===== config.mk =====
export PLATFORM = sky130hd
export DESIGN_NAME = multi_channel_accumulator
export DESIGN_NICKNAME = d
export VERILOG_FILES = /design/src/rtl/acc_pkg.sv /design/src/rtl/acc_channel.sv /design/src/rtl/multi_channel_accumulator.sv
export SDC_FILE = /design/constraint.sdc
export NUM_CORES = 1
export LEC_CHECK = 0
export BUFFER_PORTS_ARGS = -buffer_cell sky130_fd_sc_hd__buf_4
export CORE_ASPECT_RATIO = 0.9
export CORE_MARGIN = 5
export CORE_UTILIZATION = 36
export DETAILED_ROUTE_END_ITERATION = 10
export SLEW_MARGIN = 30
export SYNTH_ARGS = -nofsm -noshare
export SYNTH_HDL_FRONTEND = slang
export SYNTH_HIERARCHICAL = 1
export SYNTH_SLANG_ARGS = --single-unit

===== constraint.sdc =====
create_clock -name clk -period 4.1 [get_ports clk]
set_input_delay 0 -clock clk [delete_from_list [all_inputs] [get_ports clk]]
set_output_delay 0 -clock clk [all_outputs]
set_load 0.01 [all_outputs]

===== src/rtl/acc_pkg.sv =====
// Shared constants and overflow-aware addition for the multi-channel accumulator.
// sat_add works on a wide container; the caller chooses the effective width.
package acc_pkg;

   localparam int DIN_WIDTH_DEF  = 32;
   localparam int DOUT_WIDTH_DEF = 32;
   localparam int SUM_W          = 128;

   typedef struct packed {
      logic signed [SUM_W-1:0] sum;
      logic                    ovf;
   } sat_add_t;

   // Adds two sign-extended operands and fits the result into 'width' signed bits,
   // clamping or wrapping as selected; ovf flags any departure from the true sum.
   function automatic sat_add_t sat_add(input logic signed [SUM_W-1:0] a,
                                        input logic signed [SUM_W-1:0] b,
                                        input int                      width,
                                        input logic                    saturate);
      logic signed [SUM_W:0] full;
      logic signed [SUM_W:0] one;
      logic signed [SUM_W:0] hi;
      logic signed [SUM_W:0] lo;
      logic signed [SUM_W:0] wrapped;
      sat_add_t              res;
      one     = (SUM_W+1)'(1);
      full    = {a[SUM_W-1], a} + {b[SUM_W-1], b};
      hi      = (one <<< (width - 1)) - one;
      lo      = -hi - one;
      wrapped = (full <<< (SUM_W + 1 - width)) >>> (SUM_W + 1 - width);
      res.ovf = (full > hi) || (full < lo);
      if (res.ovf && saturate)
         res.sum = (full > hi) ? hi[SUM_W-1:0] : lo[SUM_W-1:0];
      else
         res.sum = wrapped[SUM_W-1:0];
      return res;
   endfunction

endpackage


===== src/rtl/acc_channel.sv =====
// One accumulator lane: signed running sum with sticky overflow flag,
// global clear, read-and-clear, and saturating or wrapping addition.
module acc_channel
   import acc_pkg::*;
#(
   parameter int DIN_WIDTH  = DIN_WIDTH_DEF,
   parameter int DOUT_WIDTH = DOUT_WIDTH_DEF,
   parameter bit SATURATE   = 1'b1
) (
   input  logic                         clk,
   input  logic                         rst,
   input  logic                         clear,
   input  logic                         add_en,
   input  logic signed [DIN_WIDTH-1:0]  add_data,
   input  logic                         rd_clr,
   output logic signed [DOUT_WIDTH-1:0] acc,
   output logic                         ovf
);

   logic signed [SUM_W-1:0] data_ext;
   logic signed [SUM_W-1:0] acc_ext;
   sat_add_t                add_res;
   logic                    unused_hi;

   always_comb begin
      data_ext = SUM_W'(add_data);
      acc_ext  = SUM_W'(acc);
      add_res  = sat_add(acc_ext, data_ext, DOUT_WIDTH, SATURATE);
   end

   // Bits above DOUT_WIDTH are only sign copies of the fitted result.
   assign unused_hi = ^add_res.sum[SUM_W-1:DOUT_WIDTH];

   always_ff @(posedge clk) begin
      if (rst || clear) begin
         acc <= '0;
         ovf <= 1'b0;
      end else if (rd_clr) begin
         // A same-cycle sample starts the freshly cleared lane.
         if (add_en)
            acc <= DOUT_WIDTH'(add_data);
         else
            acc <= '0;
         ovf <= 1'b0;
      end else if (add_en) begin
         acc <= add_res.sum[DOUT_WIDTH-1:0];
         ovf <= ovf | add_res.ovf;
      end
   end

endmodule


===== src/rtl/multi_channel_accumulator.sv =====
// NUM_CH independent signed accumulators with a shared one-cycle read port
// that returns pre-update channel state and can optionally clear the channel.
module multi_channel_accumulator
   import acc_pkg::*;
#(
   parameter int DIN_WIDTH  = DIN_WIDTH_DEF,
   parameter int DOUT_WIDTH = DOUT_WIDTH_DEF,
   parameter int NUM_CH     = 4,
   parameter bit SATURATE   = 1'b1
) (
   input  logic                          clk,
   input  logic                          rst_i,
   input  logic                          en_i,
   input  logic [$clog2(NUM_CH)-1:0]     ch_i,
   input  logic signed [DIN_WIDTH-1:0]   data_i,
   input  logic                          clear_i,
   input  logic                          rd_en_i,
   input  logic [$clog2(NUM_CH)-1:0]     rd_ch_i,
   input  logic                          rd_clr_i,
   output logic                          rd_valid_o,
   output logic signed [DOUT_WIDTH-1:0]  rd_data_o,
   output logic                          rd_ovf_o,
   output logic [NUM_CH-1:0]             ovf_o
);

   localparam int CH_W = $clog2(NUM_CH);

   logic signed [DOUT_WIDTH-1:0] acc [NUM_CH];
   logic [NUM_CH-1:0]            ovf;
   logic signed [DOUT_WIDTH-1:0] rd_data_p0;
   logic                         rd_ovf_p0;

   for (genvar k = 0; k < NUM_CH; k++) begin : g_ch
      logic add_en;
      logic rd_clr;

      // Out-of-range channel codes match no lane and so are dropped.
      assign add_en = en_i && (ch_i == CH_W'(k));
      assign rd_clr = rd_en_i && rd_clr_i && (rd_ch_i == CH_W'(k));

      acc_channel #(
         .DIN_WIDTH  (DIN_WIDTH),
         .DOUT_WIDTH (DOUT_WIDTH),
         .SATURATE   (SATURATE)
      ) u_ch (
         .clk      (clk),
         .rst      (rst_i),
         .clear    (clear_i),
         .add_en   (add_en),
         .add_data (data_i),
         .rd_clr   (rd_clr),
         .acc      (acc[k]),
         .ovf      (ovf[k])
      );
   end

   assign ovf_o = ovf;

   always_comb begin
      rd_data_p0 = '0;
      rd_ovf_p0  = 1'b0;
      for (int k = 0; k < NUM_CH; k++) begin
         if (rd_ch_i == CH_W'(k)) begin
            rd_data_p0 = acc[k];
            rd_ovf_p0  = ovf[k];
         end
      end
   end

   // Stage 1: registered read port, holds last result between requests
   always_ff @(posedge clk) begin
      if (rst_i) begin
         rd_valid_o <= 1'b0;
         rd_data_o  <= '0;
         rd_ovf_o   <= 1'b0;
      end else begin
         rd_valid_o <= rd_en_i;
         if (rd_en_i) begin
            rd_data_o <= rd_data_p0;
            rd_ovf_o  <= rd_ovf_p0;
         end
      end
   end

endmodule

==> results by group, run 1 <==
Critical path
  – WP data required: 4.47 ns
  – R2R cell count: 12
  – Startpoint Class: flop
  – CP Cell Sequence: ha_1, fa_1, a211oi_1, o21ai_1, o211ai_1, nand2_1, o21ai_4, o21bai_4, xor2_4, buf_4, a221oi_1, a211oi_1
  – Critical path class: flop to flop
  – Critical path fanouts, max: 24
  – Critical Path Slowest Stage Cell: fa_1
  – Largest incremental delay on the critical path: 0.48 ns
  – CP endpoint kind: flop
  – Most used cell, CP: a211oi_1
  – Worst Path Arrival: 3.94 ns

Synthesis
  – Main area contributors after synthesis: dfxtp_1 20%, ha_1 9.9%, a21oi_1 6.2%
  – Post-Syn Area: 16200 um2
  – Synth top area share: 0.205
  – Top_reg_cell synth: dfxtp_1
  – Mean Syn Cell Area: 7.95 um2
  – Synth Warn #: 6
  – Post-synth EDFFs: 0
  – Most frequent cell after synthesis: nand2_1
  – Distinct cells, synth: 102
  – Syn_nets: 2215
  – Post-synth top cells: 217 x nand2_1, 202 x a21oi_1, 194 x o21ai_0
  – Mapped Cells: 2041
  – Synth Register Bits: 166
  – Synth area leader: dfxtp_1
  – Ys async rst share: 0
  – Seq/Total Area, Yosys: 0.205

Place
  – Placed cells: 2631
  – DP Area: 17200 um2
  – GPL Wtd Cong: 0.978
  – HPWL Detailed: 50000 um
  – Input/output buffers: 79

Layout
  – Post-Layout Cell Count: 2690
  – Final nets: 2251
  – Post-route cell area: 18000 um2
  – Antenna diodes: 0
  – Layout cells sized above 1: 0.151
  – Fillers: 4617
  – Area growth syn-to-layout: 11.2%

GRT
  – All-layer global routing usage: 0.257
  – Largest net degree at the start of global routing: 44
  – Vias in the first global route: 15800
  – Initial antenna violation count: 1
  – GRT Residual Overflow: 0
  – First-pass GRT wire length: 98000 um

Drt
  – DRT Wirelength: 65800 um
  – Drt wl/cell: 24.5 um
  – First-iteration detailed-routing DRC count: 1793
  – Vias/cell: 6.29
  – Pre-Repair DR Iteration Count: 5
  – Via count: 16900
  – ANT nets after route: 0
  – Drt drc: 0

Power
  – PD cells: 239 nW/um2
  – Leak pwr: 0.00728 uW
  – Worst vdd ir: 279 uV

Status
  – Status: finished, final reports clean

Timing
  – Worst-margin pin slew: 0.926 ns
  – # setup viols final: 0
  – Setup Skew: 0.0122 ns
  – Fin crit period: 3.57 ns
  – RSZ-0062 raised after global routing: no
  – Final-report hold violation count: 0
  – Setup TNS: 0 ns
  – WHS: 0.0302 ns
  – Tcrit/Tclk final: 0.871
  – Pins Over Slew Limit: 0
  – FMAX: 0.280 GHz
  – Max transition margin: 0.365

Clock tree
  – H-tree levels: 4
  – CTS tree: yes
  – Max Buffers Root-to-Sink: 2
  – Reg clk slew, reported paths: 0.07 ns
  – CTS buffer count: 17
  – Later-pin clock latency in the skew report: 0.45 ns
  – Sink Count: 166
  – CTS root buf: clkbuf_16

Job
  – Max-Cap Viols: 0

Floorplan
  – Die Width: 234 um
  – Top Ports: 80
  – Rows: 73
  – Initial Utilization: 0.366
  – Core area: 44400 um2
  – Die area: 49400 um2
  – Die Height: 211 um

Min path
  – Hold Path Cell Cnt: 3
  – Hold Path Class: primary input to flop
cell families after synthesis:
family                   count (synthesis)  synth area share
buffers and inverters                  156            0.0512
AO/OA/AOI/OAI                          857             0.364
XOR/XNOR                               108            0.0599
flip-flops                             166             0.205
AND/OR/NAND/NOR                        548             0.169
multiplexers                            72            0.0460
adder cells (fa/ha/maj)                134             0.105
through the flow:
step	setup slack, ns	util	total power [uW]
6_report	0.528	0.407	4310
2_1_floorplan	1.17	-	2340
4_1_cts	0.422	0.406	4310
5_1_grt	0.289	0.407	4480
3_5_place_dp	0.428	0.387	2640
3_3_place_gp	0.484	0.387	2630
registers in the layout, summed over array words and instances (netlist names):
| name | count |
|---|---|
| g_ch.u_ch/acc | 128 |
| g_ch.u_ch/ovf | 4 |
| rd_data_o | 32 |
| rd_ovf_o | 1 |
| rd_valid_o | 1 |
path summary, 6_finish.rpt:
check | start | endpoint | slack, ns
worst min-delay path | data_i[30] | g_ch[3].u_ch/acc[30] | 0.03
worst max-delay path | g_ch[3].u_ch/acc[0] | g_ch[3].u_ch/acc[25] | 0.53
worst min register to register | g_ch[3].u_ch/acc[10] | g_ch[3].u_ch/acc[10] | 0.47
worst max register to register | g_ch[3].u_ch/acc[0] | g_ch[3].u_ch/acc[25] | 0.53
cell type report:
cell class / instances / area, um2 / share of cell area
Clock buffer: 20 / 457 / 0.0253
Multi-Input combinational cell: 1719 / 12100 / 0.671
Inverter: 30 / 113 / 0.00624
Tap cell: 600 / 751 / 0.0416
Clock inverter: 12 / 118 / 0.00652
Sequential cell: 166 / 3320 / 0.184
Timing Repair Buffer: 143 / 1170 / 0.0650
per-layer routing:
metal / up-vias / routed length [um] / global-route usage
met5: - / 13 / 0
met4: 2 / 1880 / 0.0709
met3: 87 / 6370 / 0.0528
met2: 809 / 28400 / 0.393
met1: 8206 / 29100 / 0.367
li1: 7821 / - / -
worst max-delay path, delay by kind of cell (launching register included):
family / cells / cell delay, ns
buf+inv: 1 / 0.37
compound gates: 7 / 1.58
simple gates: 1 / 0.22
flops: 1 / 0.33
xor+xnor: 1 / 0.25
fa+ha+maj: 2 / 0.73
timing repair:
action / CTS / global route
gates resized for setup: 0 / 0
endpoints found under the hold margin: 80 / 0
hold buffers: 27 / 0
setup endpoints to repair: 0 / 0
setup buffers: 0 / 0
cell usage in the layout (no fill, tap or decap), types with 10 or more instances in the layout:
| cell | n |
|---|---|
| a211oi_1 | 21 |
| a211oi_2 | 10 |
| a21o_1 | 48 |
| a21oi_1 | 202 |
| a21oi_2 | 20 |
| a221oi_1 | 15 |
| a22oi_1 | 13 |
| a31oi_1 | 28 |
| a32oi_1 | 13 |
| and2_1 | 15 |
| and3_1 | 25 |
| buf_4 | 114 |
| clkbuf_16 | 17 |
| dfxtp_1 | 166 |
| dlygate4sd3_1 | 27 |
| ha_1 | 128 |
| inv_1 | 29 |
| mux2i_1 | 69 |
| nand2_1 | 217 |
| nand2b_1 | 11 |
| nand3_1 | 42 |
| nand4_1 | 28 |
| nor2_1 | 85 |
| nor3_1 | 22 |
| o211ai_1 | 29 |
| o21a_1 | 24 |
| o21ai_0 | 194 |
| o21ai_1 | 53 |
| o21ai_2 | 14 |
| o21bai_1 | 13 |
| o221ai_2 | 30 |
| o22ai_1 | 25 |
| o31ai_1 | 10 |
| or2_2 | 11 |
| or3_1 | 10 |
| or3b_2 | 34 |
| xnor2_1 | 58 |
| xor2_1 | 48 |
report_power, final:
part / internal, uW / switching, uW / total (uW)
clock network: 879 / 776 / 1650
logic: 352 / 646 / 998
registers: 1630 / 24.9 / 1660
total: 2870 / 1450 / 4310
No activity file was read; power rests on OpenSTA's default activity.
==> run 2: changes to the inputs <==
--- a/config.mk
+++ b/config.mk
@@ -7,7 +7,6 @@
 export LEC_CHECK = 0
 export BUFFER_PORTS_ARGS = -buffer_cell sky130_fd_sc_hd__buf_4
 export CORE_ASPECT_RATIO = 0.9
-export CORE_MARGIN = 5
 export CORE_UTILIZATION = 36
 export DETAILED_ROUTE_END_ITERATION = 10
 export SLEW_MARGIN = 30
==> results by group, run 2 (synthesis gave the netlist of run 1 again) <==
Critical path
  – R2R Setup Slk: 0.52 ns (about the same)
  – WP data required: 4.43 ns (-0.04 ns)
  – Worst Path Arrival: 3.93 ns (about the same)
  – Critical path fanouts, max: 10 (-58%)
  – CP endpoint kind: flop
  – Startpoint Class: primary input
  – Critical path class: primary input to flop

Min path
  – Hold Path Class: primary input to flop

Clock tree
  – H-tree levels: 4 (unchanged)
  – CTS tree: yes
  – Sink Count: 166 (unchanged)
  – Max Buffers Root-to-Sink: 2 (unchanged)
  – Reg clk slew, reported paths: 0.08 ns (about the same)
  – PostCTS Resize Cnt: 0 (unchanged)
  – CTS buffer count: 17 (unchanged)
  – Later-pin clock latency in the skew report: 0.47 ns (+0.02 ns)
  – CTS root buf: clkbuf_16

Timing
  – Pins Over Slew Limit: 0 (unchanged)
  – # setup viols final: 0 (unchanged)
  – Final-report hold violation count: 0 (unchanged)
  – Setup TNS: 0 ns (unchanged)
  – FMAX: 0.278 GHz (-0.60%)
  – Fin crit period: 3.59 ns (+0.0217 ns)
  – RSZ-0062 raised after global routing: no
  – Setup Skew: 0.0131 ns (+0.000910 ns)
  – Tcrit/Tclk final: 0.877 (+0.00530)
  – Max transition margin: 0.406 (+0.0418)
  – Worst-margin pin slew: 0.866 ns (-0.0610 ns)

Place
  – Placed cells: 2627 (-0.15%)
  – Input/output buffers: 79 (unchanged)
  – DP Area: 17100 um2 (-0.31%)
  – GPL Wtd Cong: 0.973 (-0.46%)
  – HPWL Detailed: 49000 um (-1.9%)

Power
  – Leak pwr: 0.00726 uW (-0.21%)
  – PD cells: 245 nW/um2 (+2.5%)
  – Worst vdd ir: 204 uV (-27%)

GRT
  – First-pass GRT wire length: 97900 um (-0.12%)
  – Top Usage Layer GRT: met2
  – All-layer global routing usage: 0.282 (+0.0254)
  – GRT Residual Overflow: 0 (unchanged)
  – Initial antenna violation count: 1 (unchanged)
  – Largest net degree at the start of global routing: 56 (+27%)
  – Vias in the first global route: 15900 (+0.35%)
  – GR Util met3: 0.0503 (-0.00256)
  – Routing usage on met2: 0.448 (+0.0546)
  – GR Util met1: 0.376 (+0.00903)

Drt
  – Pre-Repair DR Iteration Count: 5 (unchanged)
  – Drt drc: 0 (unchanged)
  – First-iteration detailed-routing DRC count: 1581 (-12%)
  – ANT nets after route: 0 (unchanged)
  – DRT Wirelength: 65500 um (-0.40%)
  – Drt wl/cell: 24.4 um (-0.37%)
  – Vias/cell: 6.25 (-0.70%)
  – Via count: 16800 (-0.73%)

Layout
  – Post-route cell area: 18000 um2 (about the same)
  – Max reg flops: 128 (unchanged)
  – Area growth syn-to-layout: 11.2% (about the same)
  – Post-Layout Cell Count: 2689 (-0.037%)
  – Final nets: 2248 (-0.13%)
  – Largest Register: g_ch.u_ch/acc
  – Most frequent cells in the layout: 217 x nand2_1, 202 x a21oi_1, 194 x o21ai_0, 166 x dfxtp_1, 128 x ha_1
  – Layout cells sized above 1: 0.149 (-0.00218)
  – Largest registers: g_ch.u_ch/acc: 128 flops, rd_data_o: 32 flops, g_ch.u_ch/ovf: 4 flops
  – Commonest non-fill, non-tap cell in the layout: nand2_1
  – Final design utilization: 0.407 (+0.000895)

Floorplan
  – Initial Utilization: 0.366 (+0.000754)
  – Core area: 44300 um2 (-0.21%)
  – Die area: 45900 um2 (-7.1%)
  – Rows: 73 (unchanged)
  – Top Ports: 80 (unchanged)
  – Die Width: 226 um (-3.4%)
  – Die Height: 203 um (-3.8%)

Status
  – Status: finished, final reports clean

Job
  – Max-Cap Viols: 0 (unchanged)
run 2: cell types whose count changed in the layout (fill, tap and decap cells not counted), moves of 2 or more:
cell       previous run  this run
bufinv_16             1         3
diode_2               0         2
clkbuf_8              2         0
buf_4               114       111
run 2: worst max-delay path: stages:
cell           delay (ns)
dlygate4sd3_1        0.59
buf_4                0.21
ha_1                 0.23
fa_1                 0.40
a21o_1               0.19
a221o_1              0.40
a22oi_2              0.27
a211oi_2             0.15
o31a_1               0.28
a221o_1              0.61
buf_4                0.29
a21oi_1              0.16
o21ai_0              0.13
run 2: per-layer routing:
metal,routed length [um],up-vias
li1,-,7833
met1,28800,8152
met2,29200,691
met3,4850,125
met4,2730,0
met5,0,-
run 2: what timing repair did:
item | in CTS | in global routing
hold buffers | 27 | 0
setup buffers | 0 | 0
endpoints found under the hold margin | 59 | 0
run 2: cell type report:
class	instances	area, um2
diodes	2	5.00
clock buffers	19	433
clock inverters	13	171
fillers	4543	26300
inverters	30	113
multi-input cells	1719	12100
flip-flops and latches	166	3320
well taps	600	751
repair buffers	140	1140
run 2: report_power, final:
| group | switching (uW) | internal (uW) |
|---|---|---|
| Combinational | 643 | 349 |
| Sequential | 29.8 | 1630 |
| Clock | 794 | 969 |
| Total | 1470 | 2950 |
run 2: path summary, 6_finish.rpt:
check	endpoint	cells after the start	startpoint
hold reg to reg	g_ch[3].u_ch/acc[0]	2	g_ch[3].u_ch/acc[0]
setup / recovery	g_ch[1].u_ch/acc[2]	13	data_i[0]
hold / removal	g_ch[3].u_ch/acc[20]	3	data_i[20]
setup reg to reg	g_ch[1].u_ch/acc[2]	11	g_ch[1].u_ch/acc[0]
run 2: through the flow:
step / setup slack (ns) / hold WS (ns) / total power, uW
after global placement: 0.703 / 0.363 / 2640
after floorplan: 1.17 / 0.153 / 2340
after global routing: 0.415 / 0.0175 / 4580
after detailed placement: 0.619 / 0.364 / 2640
after CTS: 0.606 / 0.000155 / 4410
final: 0.506 / 0.0156 / 4420
==> run 3: changes to the inputs <==
--- a/config.mk
+++ b/config.mk
@@ -5,10 +5,12 @@
 export SDC_FILE = /design/constraint.sdc
 export NUM_CORES = 1
 export LEC_CHECK = 0
+export ABC_AREA = 1
 export BUFFER_PORTS_ARGS = -buffer_cell sky130_fd_sc_hd__buf_4
 export CORE_ASPECT_RATIO = 0.9
 export CORE_UTILIZATION = 36
 export DETAILED_ROUTE_END_ITERATION = 10
+export PLACE_DENSITY = 0.49
 export SLEW_MARGIN = 30
 export SYNTH_ARGS = -nofsm -noshare
 export SYNTH_HDL_FRONTEND = slang
==> results by group, run 3 <==
Status
  – Status: finished, final reports clean

GRT
  – Initial antenna violation count: 1 (unchanged)
  – First-pass GRT wire length: 120000 um (+22%)
  – All-layer global routing usage: 0.297 (+0.0151)
  – Vias in the first global route: 19500 (+23%)
  – GRT Residual Overflow: 0 (unchanged)
  – Largest net degree at the start of global routing: 59 (+5.4%)

Timing
  – Pins Over Slew Limit: 0 (unchanged)
  – RSZ-0062 raised after global routing: no
  – Max transition margin: 0.304 (-0.103)
  – Fin crit period: 3.05 ns (-0.544 ns)
  – Worst-margin pin slew: 1.04 ns (+0.171 ns)
  – Tcrit/Tclk final: 0.744 (-0.133)
  – # setup viols final: 0 (unchanged)
  – Setup Skew: 0.0138 ns (+0.000727 ns)
  – FMAX: 0.328 GHz (+18%)
  – Setup TNS: 0 ns (unchanged)
  – Final-report hold violation count: 0 (unchanged)

Synthesis
  – Ys async rst share: 0 (unchanged)
  – Post-synth top cells: 1209 x nand2_1, 415 x inv_1, 354 x a21oi_1
  – Seq/Total Area, Yosys: 0.177 (-0.0280)
  – Main combinational cell family by area after synthesis: simple AND/OR/NAND/NOR gates
  – Post-synthesis compound-gate area fraction: 0.160 (-0.204)
  – Post-Syn Area: 18800 um2 (+16%)
  – Synth area leader: nand2_1
  – Post-Synth Adder-Cell Area: 0.0895 (-0.0155)
  – Top_reg_cell synth: dfxtp_1
  – Most frequent cell after synthesis: nand2_1
  – Mean Syn Cell Area: 5.71 um2 (-28%)
  – Post-synth EDFFs: 0 (unchanged)
  – Main area contributors after synthesis: nand2_1 24%, dfxtp_1 18%, a21oi_1 9.4%
  – Simple-gate share of the synthesized area: 0.416 (+0.247)
  – Synth Register Bits: 166 (unchanged)
  – Mapped Cells: 3292 (+61%)
  – Mux contribution to synthesized area: 0 (-0.0460)
  – Synth Warn #: 6 (unchanged)
  – Synth top area share: 0.241 (+0.0366)
  – Post-Synth XOR/XNOR Area: 0.0312 (-0.0287)
  – Syn_nets: 3466 (+56%)
  – Distinct cells, synth: 37 (-64%)

Place
  – HPWL Detailed: 60200 um (+23%)
  – Placed cells: 3956 (+51%)
  – GPL Wtd Cong: 1.02 (+4.7%)
  – Input/output buffers: 79 (unchanged)

Layout
  – Largest registers: g_ch.u_ch/acc: 128 flops, rd_data_o: 32 flops, g_ch.u_ch/ovf: 4 flops
  – Largest Register: g_ch.u_ch/acc
  – FF+latch area: 3320 um2 (unchanged)
  – Fillers: 5751 (+27%)
  – Antenna diodes: 0 (-2)
  – Layout cells sized above 1: 0.114 (-0.0347)
  – Commonest non-fill, non-tap cell in the layout: nand2_1
  – Area of the multi-input gates: 13100 um2 (+8.4%)
  – Final nets: 3498 (+56%)
  – Area growth syn-to-layout: 10.1%
  – Max reg flops: 128 (unchanged)
  – Post-Layout Cell Count: 4025 (+50%)
  – Most frequent cells in the layout: 1209 x nand2_1, 412 x inv_1, 354 x a21oi_1, 219 x nand3_1, 204 x nor2_1

Critical path
  – Critical path fanouts, max: 32 (+22)
  – Worst Path Arrival: 3.39 ns (-0.54 ns)
  – Startpoint Class: flop
  – WP data required: 4.45 ns (+0.02 ns)
  – CP endpoint kind: flop
  – Critical path class: flop to flop

Clock tree
  – H-tree levels: 4 (unchanged)
  – CTS tree: yes
  – Later-pin clock latency in the skew report: 0.51 ns (+0.04 ns)
  – CTS buffer count: 17 (unchanged)
  – Post-CTS Repair Setup Buffers: 0 (unchanged)
  – PostCTS Resize Cnt: 0 (unchanged)
  – Sink Count: 166 (unchanged)
  – CTS root buf: clkbuf_16
  – Max Buffers Root-to-Sink: 2 (unchanged)
  – Reg clk slew, reported paths: 0.08 ns (about the same)

Power
  – Leak pwr: 0.0111 uW (+53%)
  – PD cells: 233 nW/um2 (-4.8%)
  – Comb pwr share: 0.292 (+0.068)
  – Clock Power Share: 0.358 (-0.041)
  – Net Sw Frac: 0.399 (+0.0673)
  – Power Total: 4820 uW (+9.1%)
  – P_sw: 1920 uW (+31%)
  – Worst vdd ir: 380 uV (+86%)
  – Reg power frac: 0.350 (-0.027)
  – Pint: 2900 uW (-1.9%)

Drt
  – Drt drc: 0 (unchanged)
  – Pre-Repair DR Iteration Count: 6 (+1)
  – Drt wl/cell: 19.6 um (-19%)
  – First-iteration detailed-routing DRC count: 1897 (+20%)
  – Vias/cell: 5.23 (-16%)
  – DRT Wirelength: 79000 um (+21%)
  – Via count: 21100 (+25%)
  – ANT nets after route: 0 (unchanged)

Floorplan
  – Initial Utilization: 0.364 (-0.00198)
  – Die Width: 243 um (+7.6%)
  – Die Height: 219 um (+7.6%)
  – Top Ports: 80 (unchanged)
  – Die area: 53100 um2 (+16%)
  – Core area: 51600 um2 (+16%)
  – Rows: 79 (+8.2%)

Min path
  – Hold Path Class: primary input to flop

Job
  – Max-Cap Viols: 0 (unchanged)
[run 3: cell count changes after synthesis, sizes merged, moves of 37 or more]
cell,change
o221ai,-37
a21oi,+196
nand2,+1055
a21o,-48
nand3,+222
nor2,+129
xnor2,-51
o21ai,-198
mux2i,-71
inv,+421
[run 3: per-stage QoR]
stage	worst slack (ns)	util	hold WS, ns	area (um2)
2_1_floorplan	1.85	-	0.0691	18800
3_3_place_gp	1.16	0.382	0.375	19700
3_5_place_dp	1.10	0.382	0.389	19700
4_1_cts	1.09	0.401	0.0269	20700
5_1_grt	0.809	0.401	0.127	20700
6_report	1.05	0.401	0.0696	20700
[run 3: path summary, 6_finish.rpt]
path | startpoint | end | slack, ns | cells past startpoint
worst max register to register | g_ch[3].u_ch/acc[8] | g_ch[3].u_ch/acc[19] | 1.05 | 16
worst min-delay path | en_i | g_ch[1].u_ch/ovf | 0.07 | 5
worst max-delay path | g_ch[3].u_ch/acc[8] | g_ch[3].u_ch/acc[19] | 1.05 | 16
worst min register to register | rd_data_o[2] | rd_data_o[2] | 0.47 | 2
[run 3: cell type report]
cell class	count	share of cell area
clock buffer	17	0.0206
clock inverter	15	0.00774
inverter	453	0.0822
multi-input combinational	2552	0.634
sequential	166	0.161
tap	688	0.0416
timing repair buffer	134	0.0531
[run 3: routing by layer]
metal	routed length, um	part of all wire	up-vias	track usage
met5	0	0	-	0
met4	3150	0.040	0	0.121
met3	5290	0.067	119	0.0467
met2	33600	0.42	720	0.463
met1	37000	0.47	9779	0.408
li1	-	-	10400	-
[run 3: logic make-up (layout without fill, tap and decap cells)]
logic type | count (synthesis) | in the layout
adder cells (fa/ha/maj) | 132 | 132
AO/OA/AOI/OAI | 525 | 525
buffers and inverters | 574 | 619
flip-flops | 166 | 166
XOR/XNOR | 67 | 67
AND/OR/NAND/NOR | 1828 | 1828
[run 3: what timing repair did]
| item | 4_1_cts | 5_1_grt |
|---|---|---|
| hold buffers | 37 | 0 |
| endpoints found under the setup margin | 0 | 0 |
| endpoints found under the hold margin | 160 | 0 |
[run 3: power groups by stage]
stage | logic, uW | registers (uW) | clock network [uW]
2_1_floorplan | 944 | 1710 | 0
3_3_place_gp | 1350 | 1730 | 0
4_1_cts | 1390 | 1690 | 1760
6_report | 1410 | 1690 | 1730
3_5_place_dp | 1360 | 1730 | 0
5_1_grt | 1550 | 1690 | 1810
[run 3: worst max-delay path, stage by stage (launching register included)]
cell	delay (ns)
dfxtp_1	0.34
ha_1	0.39
nand2_1	0.11
inv_2	0.07
nand2_1	0.12
nor3_1	0.29
nand2_1	0.12
nand2_2	0.12
nand2_2	0.09
nand2_2	0.08
nand2_1	0.05
nand2_1	0.12
nand2_2	0.47
nand3_1	0.28
nand2_1	0.08
nand2_1	0.07
a21oi_1	0.06
